### config.mk
export PLATFORM = sky130hd
export DESIGN_NAME = result_matrix_collector
export DESIGN_NICKNAME = d
export VERILOG_FILES = /design/src/rtl/result_matrix_collector.sv
export SDC_FILE = /design/constraint.sdc
export NUM_CORES = 1
export LEC_CHECK = 0
export CAP_MARGIN = 25
export CORE_MARGIN = 10
export CORE_UTILIZATION = 60
export DETAILED_ROUTE_END_ITERATION = 10
export GPL_ROUTABILITY_DRIVEN = 0
export PLACE_DENSITY = 0.78
export SLEW_MARGIN = 20
export SYNTH_ARGS = -nofsm -noshare
export SYNTH_HDL_FRONTEND = slang
export SYNTH_SLANG_ARGS = --single-unit
### constraint.sdc
create_clock -name clk -period 6.2 [get_ports clk]
set_input_delay 1.24 -clock clk [delete_from_list [all_inputs] [get_ports clk]]
set_output_delay 1.24 -clock clk [all_outputs]
set_load 0.02 [all_outputs]
### src/rtl/result_matrix_collector.sv
// Result sink for the sequential matrix multiplier: gathers M x M elements through the
// z_stb/z_ack handshake, then streams the matrix out row-major on a valid/ready port.
module result_matrix_collector #(
    parameter int unsigned M  = 4,
    parameter int unsigned W  = 32,
    parameter int unsigned IW = $clog2(M)
) (
    input  logic          clk,
    input  logic          rst,
    input  logic          clear,
    input  logic [W-1:0]  z_out,
    input  logic [IW-1:0] z_i,
    input  logic [IW-1:0] z_j,
    input  logic          z_stb,
    output logic          z_ack,
    output logic          full,
    output logic          dup_err,
    output logic          rd_valid,
    input  logic          rd_ready,
    output logic [W-1:0]  rd_data,
    output logic [IW-1:0] rd_i,
    output logic [IW-1:0] rd_j,
    output logic          rd_last,
    output logic          done
);

    localparam int unsigned N  = M * M;
    localparam int unsigned AW = 2 * IW;
    localparam int unsigned CW = $clog2(N) + 1;

    localparam logic [1:0] COLLECT = 2'd0;
    localparam logic [1:0] DRAIN   = 2'd1;
    localparam logic [1:0] DONE    = 2'd2;

    logic [W-1:0]  mem [N];

    logic [1:0]    state_q, state_d;
    logic [CW-1:0] count_q, count_d;
    logic [N-1:0]  filled_q, filled_d;
    logic [AW-1:0] ptr_q, ptr_d;
    logic          z_ack_q, z_ack_d;
    logic          full_q, full_d;
    logic          dup_err_q, dup_err_d;
    logic          rd_valid_q, rd_valid_d;
    logic [W-1:0]  rd_data_q, rd_data_d;
    logic          rd_last_q, rd_last_d;
    logic          done_q, done_d;

    logic [AW-1:0] wr_addr;
    logic [AW-1:0] ptr_nxt;
    logic          collected;
    logic          accept;

    assign wr_addr   = {z_i, z_j};
    assign ptr_nxt   = ptr_q + 1'b1;
    assign collected = (count_q == CW'(N));
    // A held strobe is not recaptured while its ack is still high.
    assign accept    = !clear && (state_q == COLLECT) && !collected && z_stb && !z_ack_q;

    always_comb begin
        state_d    = state_q;
        count_d    = count_q;
        filled_d   = filled_q;
        ptr_d      = ptr_q;
        z_ack_d    = 1'b0;
        full_d     = full_q;
        dup_err_d  = dup_err_q;
        rd_valid_d = rd_valid_q;
        rd_data_d  = rd_data_q;
        rd_last_d  = rd_last_q;
        done_d     = done_q;

        if (clear) begin
            state_d    = COLLECT;
            count_d    = '0;
            filled_d   = '0;
            ptr_d      = '0;
            full_d     = 1'b0;
            dup_err_d  = 1'b0;
            rd_valid_d = 1'b0;
            rd_last_d  = 1'b0;
            done_d     = 1'b0;
        end else begin
            case (state_q)
                COLLECT: begin
                    if (collected) begin
                        full_d  = 1'b1;
                        ptr_d   = '0;
                        state_d = DRAIN;
                    end else if (accept) begin
                        z_ack_d = 1'b1;
                        if (filled_q[wr_addr]) begin
                            dup_err_d = 1'b1;
                        end else begin
                            filled_d[wr_addr] = 1'b1;
                            count_d           = count_q + 1'b1;
                        end
                    end
                end
                DRAIN: begin
                    if (!rd_valid_q) begin
                        rd_valid_d = 1'b1;
                        rd_data_d  = mem[ptr_q];
                        rd_last_d  = (ptr_q == AW'(N - 1));
                    end else if (rd_ready) begin
                        if (rd_last_q) begin
                            rd_valid_d = 1'b0;
                            rd_last_d  = 1'b0;
                            done_d     = 1'b1;
                            state_d    = DONE;
                        end else begin
                            // Present the next element straight away for back-to-back transfers.
                            ptr_d     = ptr_nxt;
                            rd_data_d = mem[ptr_nxt];
                            rd_last_d = (ptr_nxt == AW'(N - 1));
                        end
                    end
                end
                DONE: begin
                    done_d = 1'b1;
                end
                default: begin
                    state_d = COLLECT;
                end
            endcase
        end
    end

    always_ff @(posedge clk or negedge rst) begin
        if (!rst) begin
            state_q    <= COLLECT;
            count_q    <= '0;
            filled_q   <= '0;
            ptr_q      <= '0;
            z_ack_q    <= 1'b0;
            full_q     <= 1'b0;
            dup_err_q  <= 1'b0;
            rd_valid_q <= 1'b0;
            rd_data_q  <= '0;
            rd_last_q  <= 1'b0;
            done_q     <= 1'b0;
        end else begin
            state_q    <= state_d;
            count_q    <= count_d;
            filled_q   <= filled_d;
            ptr_q      <= ptr_d;
            z_ack_q    <= z_ack_d;
            full_q     <= full_d;
            dup_err_q  <= dup_err_d;
            rd_valid_q <= rd_valid_d;
            rd_data_q  <= rd_data_d;
            rd_last_q  <= rd_last_d;
            done_q     <= done_d;
        end
    end

    // Matrix storage has no reset; contents are only meaningful once full.
    always_ff @(posedge clk) begin
        if (accept) begin
            mem[wr_addr] <= z_out;
        end
    end

    assign z_ack    = z_ack_q;
    assign full     = full_q;
    assign dup_err  = dup_err_q;
    assign rd_valid = rd_valid_q;
    assign rd_data  = rd_data_q;
    assign rd_i     = ptr_q[AW-1:IW];
    assign rd_j     = ptr_q[IW-1:0];
    assign rd_last  = rd_last_q;
    assign done     = done_q;

endmodule
# ---- Yosys cells after proc, flatten, opt, wreduce, memory -nomap -nowiden
# Memories as Yosys holds them, arrays and structs flattened.
# Cells that the tools add are included.
dict set report op_classes {
  n_eq_ne 16
  n_reduce_logical 24
  magnitude_cmp 2
  muxes 57
  addsub 2
  n_bitwise 2
}
# op n
set op_table {}
lappend op_table {{32-bit two-way mux} 3}
lappend op_table {{16-bit two-way mux} 5}
lappend op_table {{1-bit two-way mux} 29}
lappend op_table {{5-bit two-way mux} 5}
lappend op_table {{4-bit two-way mux} 5}
lappend op_table {{3-bit inequality test (second input constant)} 6}
lappend op_table {{16-bit OR} 1}
lappend op_table {{4-bit AND reduction} 4}
lappend op_table {{2-bit two-way mux} 5}
lappend op_table {{2-bit inequality test (second input constant)} 5}
lappend op_table {{5-bit AND reduction} 2}
lappend op_table {{2-bit nonzero test} 5}
lappend op_table {{4-bit equality test (second input constant)} 2}
lappend op_table {{4-bit case mux with 2 select lines} 1}
lappend op_table {{2-bit case mux with 3 select lines} 1}
lappend op_table {{3-bit nonzero test} 2}
lappend op_table {{5-bit by 1-bit adder with 5-bit output (second input constant)} 1}
lappend op_table {{5-bit equality test (second input constant)} 1}
lappend op_table {{1-bit logical AND} 5}
lappend op_table {{4-bit by 5-bit less-than comparator with 1-bit output (second input constant)} 1}
lappend op_table {{4-bit by 1-bit adder with 4-bit output (second input constant)} 1}
lappend op_table {{1-bit binary-select mux with 4-bit select} 1}
lappend op_table {{1-bit demux with 4-bit select} 1}
lappend op_table {{4-bit by 1-bit >= comparator with 1-bit output (second input constant)} 1}
lappend op_table {{7 further kinds} 10}
dict set report word_totals {
  mem_bits_rw 512
  regBits 65
  wordCells 115
  memories 1
  in_bits 41
}
# memory words word_bits rd rd_ports_with_merged_regs wr line_no
set mem_list {}
lappend mem_list {mem 16 32 2 0 1 35} ;# logic [W-1:0] mem [N];

# ---- Depth between registers and ports, before layout
dict set report depth {
  depth_word 10
  mapped_depth 13
}

# ---- Worst setup path before layout
# Ideal clock, no wire load.
dict set report synth_timing {
  path_type {input to register}
  startpoint {in clear}
  endpoint {mem mem[4][0], enable pin}
  cell_stages 5
  required_ps 5779
  slack_ps 1830
  t_arrival_ps 3948
  setup_time_ps 421
  path_cell_list {or4b_1 -> or3_1 -> buf_6 -> or3_1 -> nor2_1}
}
dict set report synth_between {
  elab_chain_len 7
}
# item line_no
set synth_rtl {}
lappend synth_rtl {{start, declared} 10} ;# input logic clear,
lappend synth_rtl {{1-bit zero test} 58} ;# assign accept = !clear && (state_q == COLLECT) && !collected && z_stb && !z_ack_q;
lappend synth_rtl {{1-bit logical AND (4 in series)} 58}
lappend synth_rtl {{1-bit two-way mux} 159} ;# if (accept) begin
lappend synth_rtl {{1-bit two-way mux (implied by the code)} 160} ;# mem[wr_addr] <= z_out;
lappend synth_rtl {{end, declared} 35}
# Every way passes these cells.

# ---- Worst setup path in the final report
dict set report layout_timing {
  startpoint {in clear}
  endpoint {mem mem[3][26], enable pin}
}
# Same word-level chain as after synthesis.

==> metrics.txt <==
status finished, final reports clean; CTS tree yes; Inserted Clock Buffers 56; Vias/cell 6.944; Syn Area/Cell 16.93 um2; vias in the first global route 16500; fillcell total 2797; Cell Pwr Density 272.6 nW/um2; final design utilization 0.6854; Max Cap Viol 0; Final Critical Period 4.421 ns; worst r2r src ptr_q[0]$_DFFE_PN0P_; Slew Viols, Final 0; PortBufs 82; hold path depth 1; # nets final 1682; RSZ-0062 raised after global routing no; Rows 77; most frequent cells in the layout 512 x edfxtp_1, 210 x mux4_2, 116 x mux2i_1; VDD IR max 214.0 uV; Met2 Routed Length 34.68 mm; Hold EP count_q[4]$_DFFE_PN0P_; Synth cell types 53; CTS sink cnt 577; Post-synth EDFFs 512; Chip Height 230.4 um; H-tree depth 2; GRT overflow 0; I/O pin total 83; Die Span X 230.4 um; routed length on met3 6.462 mm; Max Clock Skew 0.03585 ns; CP Max Fanout 32; Metal-1 WL 25.00 mm; critical-path cell list clkdlybuf4s50_1, buf_4, or4b_1, or3_1, inv_1, nand3_1, nor2_4, buf_4; CP max stage cell nor2_4; Slew HR 0.2445; CTS resizes 0; ratio of cells with drive above 1 in the final layout 0.2322; Hold/Removal Path Class register to register; register area share after synthesis 0.6403; post-DP HPWL 39.87 mm; Critical Path Most Common Cell buf_4; FF-to-FF path depth 6; commonest non-fill, non-tap cell in the layout edfxtp_1; total power 8226 uW; Starting Density 0.6030; synthesis-stage register bit count 577; type of origin of the critical path input port; Post-Route WL 68.61 mm; GR Util All Layers 0.2595; leak pwr 0.009632 uW; finished layout cell area 30180 um2; CP Data Required Time 6.45 ns; Worst-path clk slew 0.06 ns; Worst-Skew Late Latency 0.63 ns; Longest Clk Path Bufs 3; Main synth FF type edfxtp_1; setup tns final 0 ns; crit path kind input port to register; critical path's top delay family simple AND/OR/NAND/NOR gates; Routed Antenna Nets 0; postcts setup bufs 0; first-pass GRT wire length 104.1 mm; vias 15800; DR WL/cell 30.14 um; Mapped Cells 1568; initial antenna violation count 0; final hold viol count 0; worst hold start count_q[4]$_DFFE_PN0P_; Syn Std Cell Area 26550 um2; Bufs and invs on worst path 4; Hold Buf Count CTS 0; DR top layer met4; Setup WS pre-CTS 1.244 ns; crit end category register; iteration-0 DRC count of the detailed router 1963; crit path DAT 4.67 ns; Async SR Flop Fraction 0.1127; Max Fclk 226.2 MHz; pin count of the biggest net entering global routing 109; clk root buf clkbuf_16; P&R area growth vs syn 13.66%; critical path's largest stage delay 0.72 ns; First-pass DRT Iterations 7; die area 53070 um2; # diodes 0; Cell Area, Placed 28210 um2; Setup-failing EPs final 0; Reg2Reg Setup Slack 2.58 ns; Reg-to-Reg End rd_data[8]$_DFFE_PN0P_; Ys Warns 0; worst slew pin tran 1.132 ns; core area 44030 um2; post-route DRC violation count 0; slack of the critical path 1.779 ns; fin crit share 0.7131; syn_nets 1613
-- cell type report --
type                    instances  area [um2]  share of cell area
clock inverters                42       489.2             0.01621
well taps                     592       740.7             0.02454
inverters                      48       180.2            0.005970
clock buffers                  63        1480             0.04905
repair buffers                124        1246             0.04130
flip-flops and latches        577       17010              0.5637
multi-input cells             830        9031              0.2993
-- through the flow --
step / hold slack (ns) / cells
5_1_grt: 0.5226 / 2276
3_3_place_gp: 0.4616 / 2171
3_5_place_dp: 0.4754 / 2171
2_1_floorplan: 0.4417 / 1568
4_1_cts: 0.4885 / 2276
6_report: 0.4881 / 2276
-- cell families (layout without fill, tap and decap cells) --
family	Yosys count	count (layout)	synth area share
buf+inv	161	277	0.02597
flops	577	577	0.6403
compound gates	257	257	0.06239
fa+ha+maj	4	4	0.001885
simple gates	232	232	0.04317
mux	334	334	0.2253
xor+xnor	3	3	0.0009898
-- synthesized netlist by cell type, types with 3 or more instances --
| master | count | area, um2 |
|---|---|---|
| o31ai_1 | 12 | 90.09 |
| nor4_1 | 4 | 25.02 |
| nand2_1 | 66 | 247.7 |
| o21ai_0 | 33 | 165.2 |
| dfrtp_1 | 65 | 1627 |
| edfxtp_1 | 512 | 15370 |
| a21bo_2 | 3 | 30.03 |
| xnor2_1 | 3 | 26.28 |
| clkbuf_1 | 52 | 195.2 |
| a21o_1 | 6 | 45.04 |
| inv_1 | 48 | 180.2 |
| ha_1 | 4 | 50.05 |
| buf_4 | 8 | 60.06 |
| nor3_1 | 3 | 15.01 |
| o22ai_1 | 57 | 356.6 |
| mux4_2 | 210 | 4730 |
| nand2b_1 | 26 | 162.7 |
| a32oi_1 | 19 | 166.4 |
| or3_1 | 10 | 62.56 |
| nor2b_1 | 30 | 187.7 |
| mux2i_1 | 116 | 1161 |
| mux2_2 | 7 | 78.83 |
| a21oi_1 | 79 | 395.4 |
| buf_2 | 38 | 190.2 |
| nor2_1 | 71 | 266.5 |
| nor3b_1 | 3 | 22.52 |
| a211oi_1 | 26 | 195.2 |
| buf_1 | 14 | 52.55 |
| o41ai_1 | 12 | 105.1 |
-- power breakdown --
group	switching (uW)	internal (uW)	total [uW]
sequential	33.4	4280	4310
combinational	161	94.8	256
clock	1520	2140	3660
total	1710	6510	8230
-- worst max-delay path by stage --
| stage | start | endpoint | depth (start not counted) |
|---|---|---|---|
| finish | clear | mem[3][26]$_DFFE_PP_ | 8 |
| global route | clear | mem[3][3]$_DFFE_PP_ | 8 |
| CTS | clear | mem[3][3]$_DFFE_PP_ | 8 |
| detailed placement | clear | mem[3][24]$_DFFE_PP_ | 8 |
| global placement | clear | mem[3][0]$_DFFE_PP_ | 8 |
| floorplan | clear | mem[4][0]$_DFFE_PP_ | 5 |
-- metal layers --
layer | up-vias | GRT usage
met5 | - | 0
met4 | 0 | 0.1030
met3 | 165 | 0.04709
met2 | 961 | 0.4386
met1 | 8140 | 0.3305
li1 | 6538 | -
-- flip-flops by register name, summed over array words and instances (netlist names), 2 cells and up --
register,cells
count_q,5
filled_q,16
mem,512
ptr_q,4
rd_data,32
state_q,2
Power figures use the tool's default switching activity.
